<file path="config.mk">
export PLATFORM = sky130hd
export DESIGN_NAME = vga_timing_gen
export DESIGN_NICKNAME = d
export VERILOG_FILES = /design/src/rtl/vga_timing_gen.sv
export SDC_FILE = /design/constraint.sdc
export NUM_CORES = 1
export LEC_CHECK = 0
export ABC_AREA = 1
export ABC_CLOCK_PERIOD_IN_PS = 2050
export CORE_ASPECT_RATIO = 1.5
export CORE_UTILIZATION = 55
export CTS_CLUSTER_SIZE = 30
export DETAILED_ROUTE_END_ITERATION = 8
export HOLD_SLACK_MARGIN = 0.05
export PLACE_DENSITY = 0.78
export SYNTH_ARGS = -nofsm -noshare
export SYNTH_HDL_FRONTEND = slang
export SYNTH_SLANG_ARGS = --single-unit
</file>
<file path="constraint.sdc">
create_clock -name vga_clk -period 2.05 [get_ports vga_clk]
set_clock_uncertainty 0.15 [all_clocks]
set_input_delay 0.41 -clock vga_clk [delete_from_list [all_inputs] [get_ports vga_clk]]
set_output_delay 0.41 -clock vga_clk [all_outputs]
set_load 0.1 [all_outputs]
</file>
<file path="src/rtl/vga_timing_gen.sv">
// vga_timing_gen
//
// Raster timing generator for the 640x480@60 Hz VGA path, clocked by the
// 25 MHz pixel clock. Two free-running position counters (h_cnt, v_cnt)
// walk the raster. Every output is a registered decode of the current
// counter values, so all outputs lag the counters by exactly one clock.
//
// The block is free-running. It has no valid/ready handshake, no enable
// and no back-pressure. Downstream stages consume the outputs on every
// clock.
//
// Ports:
//   vga_clk      in   pixel clock; all logic runs on its rising edge
//   rst          in   asynchronous, active-high reset
//   hsync        out  horizontal sync, active low
//   vsync        out  vertical sync, active low
//   de           out  high while the output position is a visible pixel
//   addr_h [11:0] out visible column 1..H_ACTIVE, 0 when de=0
//   addr_v [11:0] out visible line   1..V_ACTIVE, 0 when de=0
//   frame_start  out  one-cycle pulse at raster position (0,0)
//
// H_TOTAL and V_TOTAL must each be at most 4096 so that the 12-bit
// counters can hold every position.

module vga_timing_gen #(
  parameter int H_SYNC   = 96,
  parameter int H_BACK   = 48,
  parameter int H_ACTIVE = 640,
  parameter int H_FRONT  = 16,
  parameter int V_SYNC   = 2,
  parameter int V_BACK   = 33,
  parameter int V_ACTIVE = 480,
  parameter int V_FRONT  = 10
) (
  input  logic        vga_clk,
  input  logic        rst,
  output logic        hsync,
  output logic        vsync,
  output logic        de,
  output logic [11:0] addr_h,
  output logic [11:0] addr_v,
  output logic        frame_start
);

  localparam int H_TOTAL = H_SYNC + H_BACK + H_ACTIVE + H_FRONT;
  localparam int V_TOTAL = V_SYNC + V_BACK + V_ACTIVE + V_FRONT;

  localparam logic [11:0] H_LAST = 12'(H_TOTAL - 1);
  localparam logic [11:0] V_LAST = 12'(V_TOTAL - 1);

  // The window bounds are compared at 13 bits. This lets an active region
  // that ends exactly at 4096 still be represented.
  localparam logic [12:0] H_SYNC_END = 13'(H_SYNC);
  localparam logic [12:0] V_SYNC_END = 13'(V_SYNC);
  localparam logic [12:0] H_ACT_LO   = 13'(H_SYNC + H_BACK);
  localparam logic [12:0] H_ACT_HI   = 13'(H_SYNC + H_BACK + H_ACTIVE);
  localparam logic [12:0] V_ACT_LO   = 13'(V_SYNC + V_BACK);
  localparam logic [12:0] V_ACT_HI   = 13'(V_SYNC + V_BACK + V_ACTIVE);

  // The coordinate is cnt - window_start + 1. The two constants are folded
  // into a single offset, and the subtraction wraps at 12 bits.
  localparam logic [11:0] H_OFS = 12'(H_SYNC + H_BACK - 1);
  localparam logic [11:0] V_OFS = 12'(V_SYNC + V_BACK - 1);

  logic [11:0] h_cnt;
  logic [11:0] v_cnt;

  logic        h_wrap;
  logic        h_act;
  logic        v_act;
  logic        de_nxt;
  logic        hsync_nxt;
  logic        vsync_nxt;
  logic        fs_nxt;
  logic [11:0] addr_h_nxt;
  logic [11:0] addr_v_nxt;

  // Decode the current counter position. The result is registered below,
  // which is where the one-clock output latency comes from.
  always_comb begin
    h_wrap     = (h_cnt == H_LAST);
    hsync_nxt  = ({1'b0, h_cnt} >= H_SYNC_END);
    vsync_nxt  = ({1'b0, v_cnt} >= V_SYNC_END);
    h_act      = ({1'b0, h_cnt} >= H_ACT_LO) && ({1'b0, h_cnt} < H_ACT_HI);
    v_act      = ({1'b0, v_cnt} >= V_ACT_LO) && ({1'b0, v_cnt} < V_ACT_HI);
    de_nxt     = h_act && v_act;
    fs_nxt     = (h_cnt == 12'd0) && (v_cnt == 12'd0);
    addr_h_nxt = 12'd0;
    addr_v_nxt = 12'd0;
    if (de_nxt) begin
      addr_h_nxt = h_cnt - H_OFS;
      addr_v_nxt = v_cnt - V_OFS;
    end
  end

  // Position counters. v_cnt advances only on the clock where h_cnt wraps.
  always_ff @(posedge vga_clk or posedge rst) begin
    if (rst) begin
      h_cnt <= 12'd0;
      v_cnt <= 12'd0;
    end else begin
      if (h_wrap) begin
        h_cnt <= 12'd0;
        v_cnt <= (v_cnt == V_LAST) ? 12'd0 : v_cnt + 12'd1;
      end else begin
        h_cnt <= h_cnt + 12'd1;
      end
    end
  end

  // Output register. Reset values are the idle (inactive) levels.
  always_ff @(posedge vga_clk or posedge rst) begin
    if (rst) begin
      hsync       <= 1'b1;
      vsync       <= 1'b1;
      de          <= 1'b0;
      addr_h      <= 12'd0;
      addr_v      <= 12'd0;
      frame_start <= 1'b0;
    end else begin
      hsync       <= hsync_nxt;
      vsync       <= vsync_nxt;
      de          <= de_nxt;
      addr_h      <= addr_h_nxt;
      addr_v      <= addr_v_nxt;
      frame_start <= fs_nxt;
    end
  end

endmodule
</file>
==> results.ini <==
[outcome]
outcome=complete, no violations

[synthesis]
ys_seq_elements=52
yosys_most_used_dff=dfrtp_1
synth-edff-count=0
ys_seq_area_frac=0.466
syn_area_per_cell_sq_um=8.46
ys_async_sr_fraction=1.00
ys_warn_count=0
synthCells=331
syn-cell-area_sq_mm=0.00280
synth.distinct_cells=32

[drt]
drc=0
drtIter0Drc=129
vias=2199
routed_wl_microns=5740
post_drt_wl_per_cell_microns=13.3
via_per_inst=5.10
first_pass_iters=4
antenna_left=0

[setup_path]
crit_buf_inv=2
crit_chain=ha_1 > inv_1 > nand2_1 > nand2_1 > nand2_1 > nand4_4 > buf_4 > nor2_1
cp_common_cell=nand2_1
ff2ff_setup_slack_ns=0.13
critPathTopFamily=simple AND/OR/NAND/NOR gates
critPathCaptureType=flip-flop
cp-start-kind=flip-flop
critical_path_arrival_ns=1.96
required_ns=2.08
crit_fanout=17
critPathSlowestCell=dfrtp_1
path_class=flip-flop to flip-flop
critPathMaxStageDelay_ns=0.45

[cts]
cts_tree=yes
cts_buffers=5
root_buffer=clkbuf_8
ctsHtreeMaxLevel=2
cts_buffer_depth=2
cts_resized=0
path_clk_slew_ns=0.09
clock_sinks=52
post-cts-setup-buffers=0
clkLatencyLatePin_ns=0.30
hold_buffers=0

[sta]
timing.fmax_mhz=520
setup_tns_ns=0
finalCriticalPeriod_ns=1.92
rsz0062_at_grt=no
setup_slack_ns=0.126
hold_viol_final=0
post-route-period-util=0.939
final_max_slew_viol_count=0
setup_violations=0
hold_ws_ns=0.318

[global_routing]
overflow=0
grt_pass1_vias=2159
grt_usage=0.246
antenna_found_initial=0
grt_max_degree=53
grt_pass1_wl_microns=9780

[final_layout]
mostFrequentLayoutCells=nand2_1 (78), dfrtp_1 (50), inv_1 (38), nor2_1 (34)
drive_gt1_frac=0.236
nets=373
n_antenna_cell=0
fillers=391
syn_to_final_growth_pct=19.3
layout_commonest_cell=nand2_1
instances_no_fill=431
fin_area_sq_mm=0.00334
ff_latch_area_sq_mm=0.00130
multi_input_area_sq_mm=0.00126

[floorplan]
initial_core_util=0.578
io-pin-count=30
rows=31
fp.dieH_microns=89.4
die_area_sq_mm=0.00539
die_w_microns=60.3
core_area_sq_mm=0.00485

[power_and_ir_drop]
switchingPower_mw=0.366
swShare=0.200
p_int_mw=1.47
clockPowerShare=0.415
p_leak_nw=1.80
cellPowerDensity_mw_per_mm2=549
comb_power_share=0.024
vdd_drop_max_mv=0.346
p_seq_frac=0.561

[placed_design]
place_inst=423
postPlaceCellArea_sq_mm=0.00321
port_buffers=29
place_congestion=0.925
dpl.hpwl_microns=4330
post-place-ws_ns=0.131

[flow_run]
maxCapViolCount=0

[worst_hold_path]
min_path_type=primary input to asynchronous set/reset pin

cells in the mapped netlist (2+ instances only):
library cell,count,area (sq um)
a21oi_1,5,25.0
dfstp_2,2,52.6
xor2_1,12,105
nor3_1,6,30.0
nor2_1,34,128
o21ai_2,2,17.5
buf_6,5,56.3
nor2_4,9,101
nand2_1,78,293
ha_1,7,87.6
nand2_2,3,18.8
nor2_2,21,131
inv_2,3,11.3
o21ai_0,7,35.0
nand3_1,21,105
dfrtp_1,50,1250
nand4_1,13,81.3
inv_1,39,146
sequential cells by signal, summed over array words and instances, names as in the netlist:
register and count:
addr_h 12, addr_v 12, h_cnt 12, v_cnt 12, de 1, frame_start 1, hsync 1, vsync 1
stage by stage:
step | util | power, mW
2_1_floorplan | - | 1.08
3_3_place_gp | 0.663 | 1.09
5_1_grt | 0.689 | 1.90
6_report | 0.689 | 1.83
3_5_place_dp | 0.663 | 1.09
4_1_cts | 0.689 | 1.85
metal layers:
metal,vias to the layer above,share of wire,global-route usage
met3,13,0.030,0.0362
met5,-,0,0
li1,1095,-,-
met4,0,0.026,0.135
met2,60,0.56,0.429
met1,1031,0.38,0.284
worst register-to-register path, stage by stage, from the launching register on:
cell and delay [ns]:
dfrtp_1 0.45, ha_1 0.29, inv_1 0.08, nand2_1 0.08, nand2_1 0.09, nand2_1 0.08
nand4_4 0.17, buf_4 0.33, nor2_1 0.09
cells by family (layout without fill, tap and decap cells):
kind of cell    Yosys count  in the layout  synth area share
compound gates           16             16            0.0326
buf+inv                  51             84            0.0840
fa+ha+maj                 7              7            0.0313
flops                    52             52             0.466
xor+xnor                 13             13            0.0407
other cells               1              2           0.00134
simple gates            191            191             0.345
final cells by class:
| class | instances | area share |
|---|---|---|
| multi-input cells | 229 | 0.379 |
| well taps | 66 | 0.0247 |
| flip-flops and latches | 52 | 0.390 |
| inverters | 43 | 0.0483 |
| repair buffers | 33 | 0.120 |
| clock buffers | 7 | 0.0288 |
| clock inverters | 1 | 0.00899 |
power by group through the flow:
stage	Combinational (mW)	Clock (mW)	Sequential (mW)
floorplan	0.0153	0	1.06
global placement	0.0458	0	1.05
detailed placement	0.0459	0	1.05
CTS	0.0460	0.774	1.03
global route	0.0495	0.824	1.03
finish	0.0446	0.760	1.03
worst paths after layout:
path / end / depth (start not counted) / from
worst min-delay path: addr_h[11] / 3 / rst
worst max register to register: addr_h[0] / 8 / v_cnt[1]
worst min register to register: addr_v[1] / 1 / v_cnt[1]
min in group vga_clk: addr_v[1] / 1 / v_cnt[1]
max in group asynchronous: vsync / 3 / rst
worst max-delay path: addr_h[0] / 8 / v_cnt[1]
(Power assumes the default switching activity.)
==> RTL edit (config.mk and constraints unchanged) <==
`addr_v` no longer has a reset.
--- a/src/rtl/vga_timing_gen.sv
+++ b/src/rtl/vga_timing_gen.sv
@@ -116,5 +116,4 @@
       de          <= 1'b0;
       addr_h      <= 12'd0;
-      addr_v      <= 12'd0;
       frame_start <= 1'b0;
     end else begin
@@ -123,8 +122,11 @@
       de          <= de_nxt;
       addr_h      <= addr_h_nxt;
-      addr_v      <= addr_v_nxt;
       frame_start <= fs_nxt;
     end
   end
 
+  always_ff @(posedge vga_clk) begin
+    addr_v <= addr_v_nxt;
+  end
+
 endmodule
Check against the original RTL: no difference found for any inputs over 10 cycles, from zero or initial values and one cycle with rst high; that may be too few to reach the edited logic, so the function may still have changed.
==> RTL edit against the original RTL <==
  * Synthesized area rose by 3.8%
  * First-iteration DRC count fell by 29%
  * Highest routed layer unchanged
  * Design area fell by 0.15%
  * Largest power group unchanged
  * Count of clock-buffer cells in the layout fell by 2
  * Setup slack improved by 120 ps
  * Total power fell by 3.4%
  * Wire length fell by 1.2%
  * Sequential cell count did not move
  * Critical endpoint is now v_cnt[6]$_DFFE_PP0N_
  * Clock power fell by 7.9%
==> RTL edit: results (changes against the original RTL) <==
run status finished, final reports clean; standard cell with the maximum stage delay on the critical path sky130_fd_sc_hd__dfrtp_1; required time at the worst-slack endpoint 2130 ps (+50 ps); first-pass GRT wire length 9720 um (-0.56%); drt wl/cell 13.0 um (-2.6%); RR Endpoint v_cnt[6]$_DFFE_PP0N_; category of the critical setup timing path reg -> reg; CTS H-tree lvls 2 (unchanged); clock latency reported for the late side of the worst-skew pair 300 ps (about the same); sequential fraction of the synthesis area 0.428 (-0.0379); Worst Hold Margin 256 ps (-61.9 ps); maximum fanout along the worst path 6 (-11); buffers added on ports 29 (unchanged); largest net degree at the start of global routing 20 (-62%); cell count of the worst reg-to-reg path 6 (-2); antenna fix cells 0 (unchanged); Lkg Pwr 1.73 nW (-3.9%); internal power 1.40 mW (-4.7%); number of buffers between clock root and the deepest sink 2 (unchanged); internal reg-to-reg setup slack 240 ps (+120 ps); Tightest Hold Check Type in -> async; routability congestion estimate from global placement 0.909 (-1.8%); overall fraction of global-route tracks in use 0.235 (-0.0117); worst reg2reg startpoint v_cnt[0]$_DFFE_PP0N_; DP HPWL 4340 um (about the same); post-DR vias/cell 5.16 (+1.0%); drt first-iter violations 92 (-29%); Root Buffer sky130_fd_sc_hd__clkbuf_8; proportion of layout cells with a drive suffix above 1 0.257 (+0.0218); clock slew seen by the registers of the worst setup and hold paths 90 ps (about the same); number of distinct library cell variants in the gate-level netlist after synthesis 33 (+3.1%); gate count after technology mapping 335 (+1.2%); via count of the first global-routing pass 2213 (+2.5%); most area-consuming cells after synthesis sky130_fd_sc_hd__dfrtp_1, sky130_fd_sc_hd__nand2_1, sky130_fd_sc_hd__nor2_4; crit-path max cell delay 470 ps (+20 ps); number of buffers added for setup after CTS 0 (unchanged); placed insts 429 (+1.4%); number of nets at the end of the flow 377 (+1.1%); Max IR drop VDD 0.341 mV (-1.5%); ys async rst share 0.769 (-0.231); top cells by instance count after synthesis sky130_fd_sc_hd__nand2_1, sky130_fd_sc_hd__dfrtp_1, sky130_fd_sc_hd__inv_1, sky130_fd_sc_hd__nor2_1, sky130_fd_sc_hd__nor2_4; number of antenna violations at the first check in global routing 0 (unchanged); non-filler instance count after layout 437 (+1.4%)
-- RTL edit: final cells by class --
type / instances / area, sq um
Clock inverter: 3 / 42.5
Inverter: 46 / 189
Clock buffer: 5 / 68.8
Timing Repair Buffer: 35 / 353
Multi-Input combinational cell: 228 / 1350
Sequential cell: 52 / 1240
Fill cell: 446 / 1790
Tap cell: 68 / 85.1
-- RTL edit: cell families (layout without fill, tap and decap cells) --
group,Yosys count,in the layout,share of synthesized area
and+or+nand+nor,184,184,0.350
AOI/OAI and AO/OA,20,20,0.0374
buffers and inverters,56,89,0.108
adders and majority gates,7,7,0.0301
xor gates and xnor gates,15,15,0.0452
DFF,52,52,0.428
other,1,2,0.00129
-- RTL edit: metal layers --
metal / vias up / track usage / share of wire
li1: 1104 / - / -
met1: 1052 / 0.262 / 0.38
met2: 76 / 0.399 / 0.53
met3: 21 / 0.0484 / 0.052
met4: 0 / 0.126 / 0.041
met5: - / 0 / 0
-- RTL edit: power by group through the flow --
stage          Clock, mW  Sequential (mW)  Combinational [mW]
2_1_floorplan          0             1.06              0.0119
3_3_place_gp           0             1.04              0.0458
3_5_place_dp           0             1.05              0.0462
4_1_cts            0.715             1.02              0.0463
5_1_grt            0.757             1.02              0.0499
6_report           0.700             1.02              0.0451
-- RTL edit: critical path: cells and delay by family (launching register included) --
family / cells / cell delay, ps
simple gates: 3 / 590
flops: 1 / 470
xor+xnor: 1 / 170
buf+inv: 1 / 100
fa+ha+maj: 1 / 260
-- RTL edit: per-stage QoR --
step	instance area (sq um)	setup WS [ps]	util
finish	3330	243	0.651
global route	3330	108	0.651
CTS	3330	285	0.651
detailed placement	3220	342	0.629
global placement	3220	339	0.629
floorplan	2910	424	-
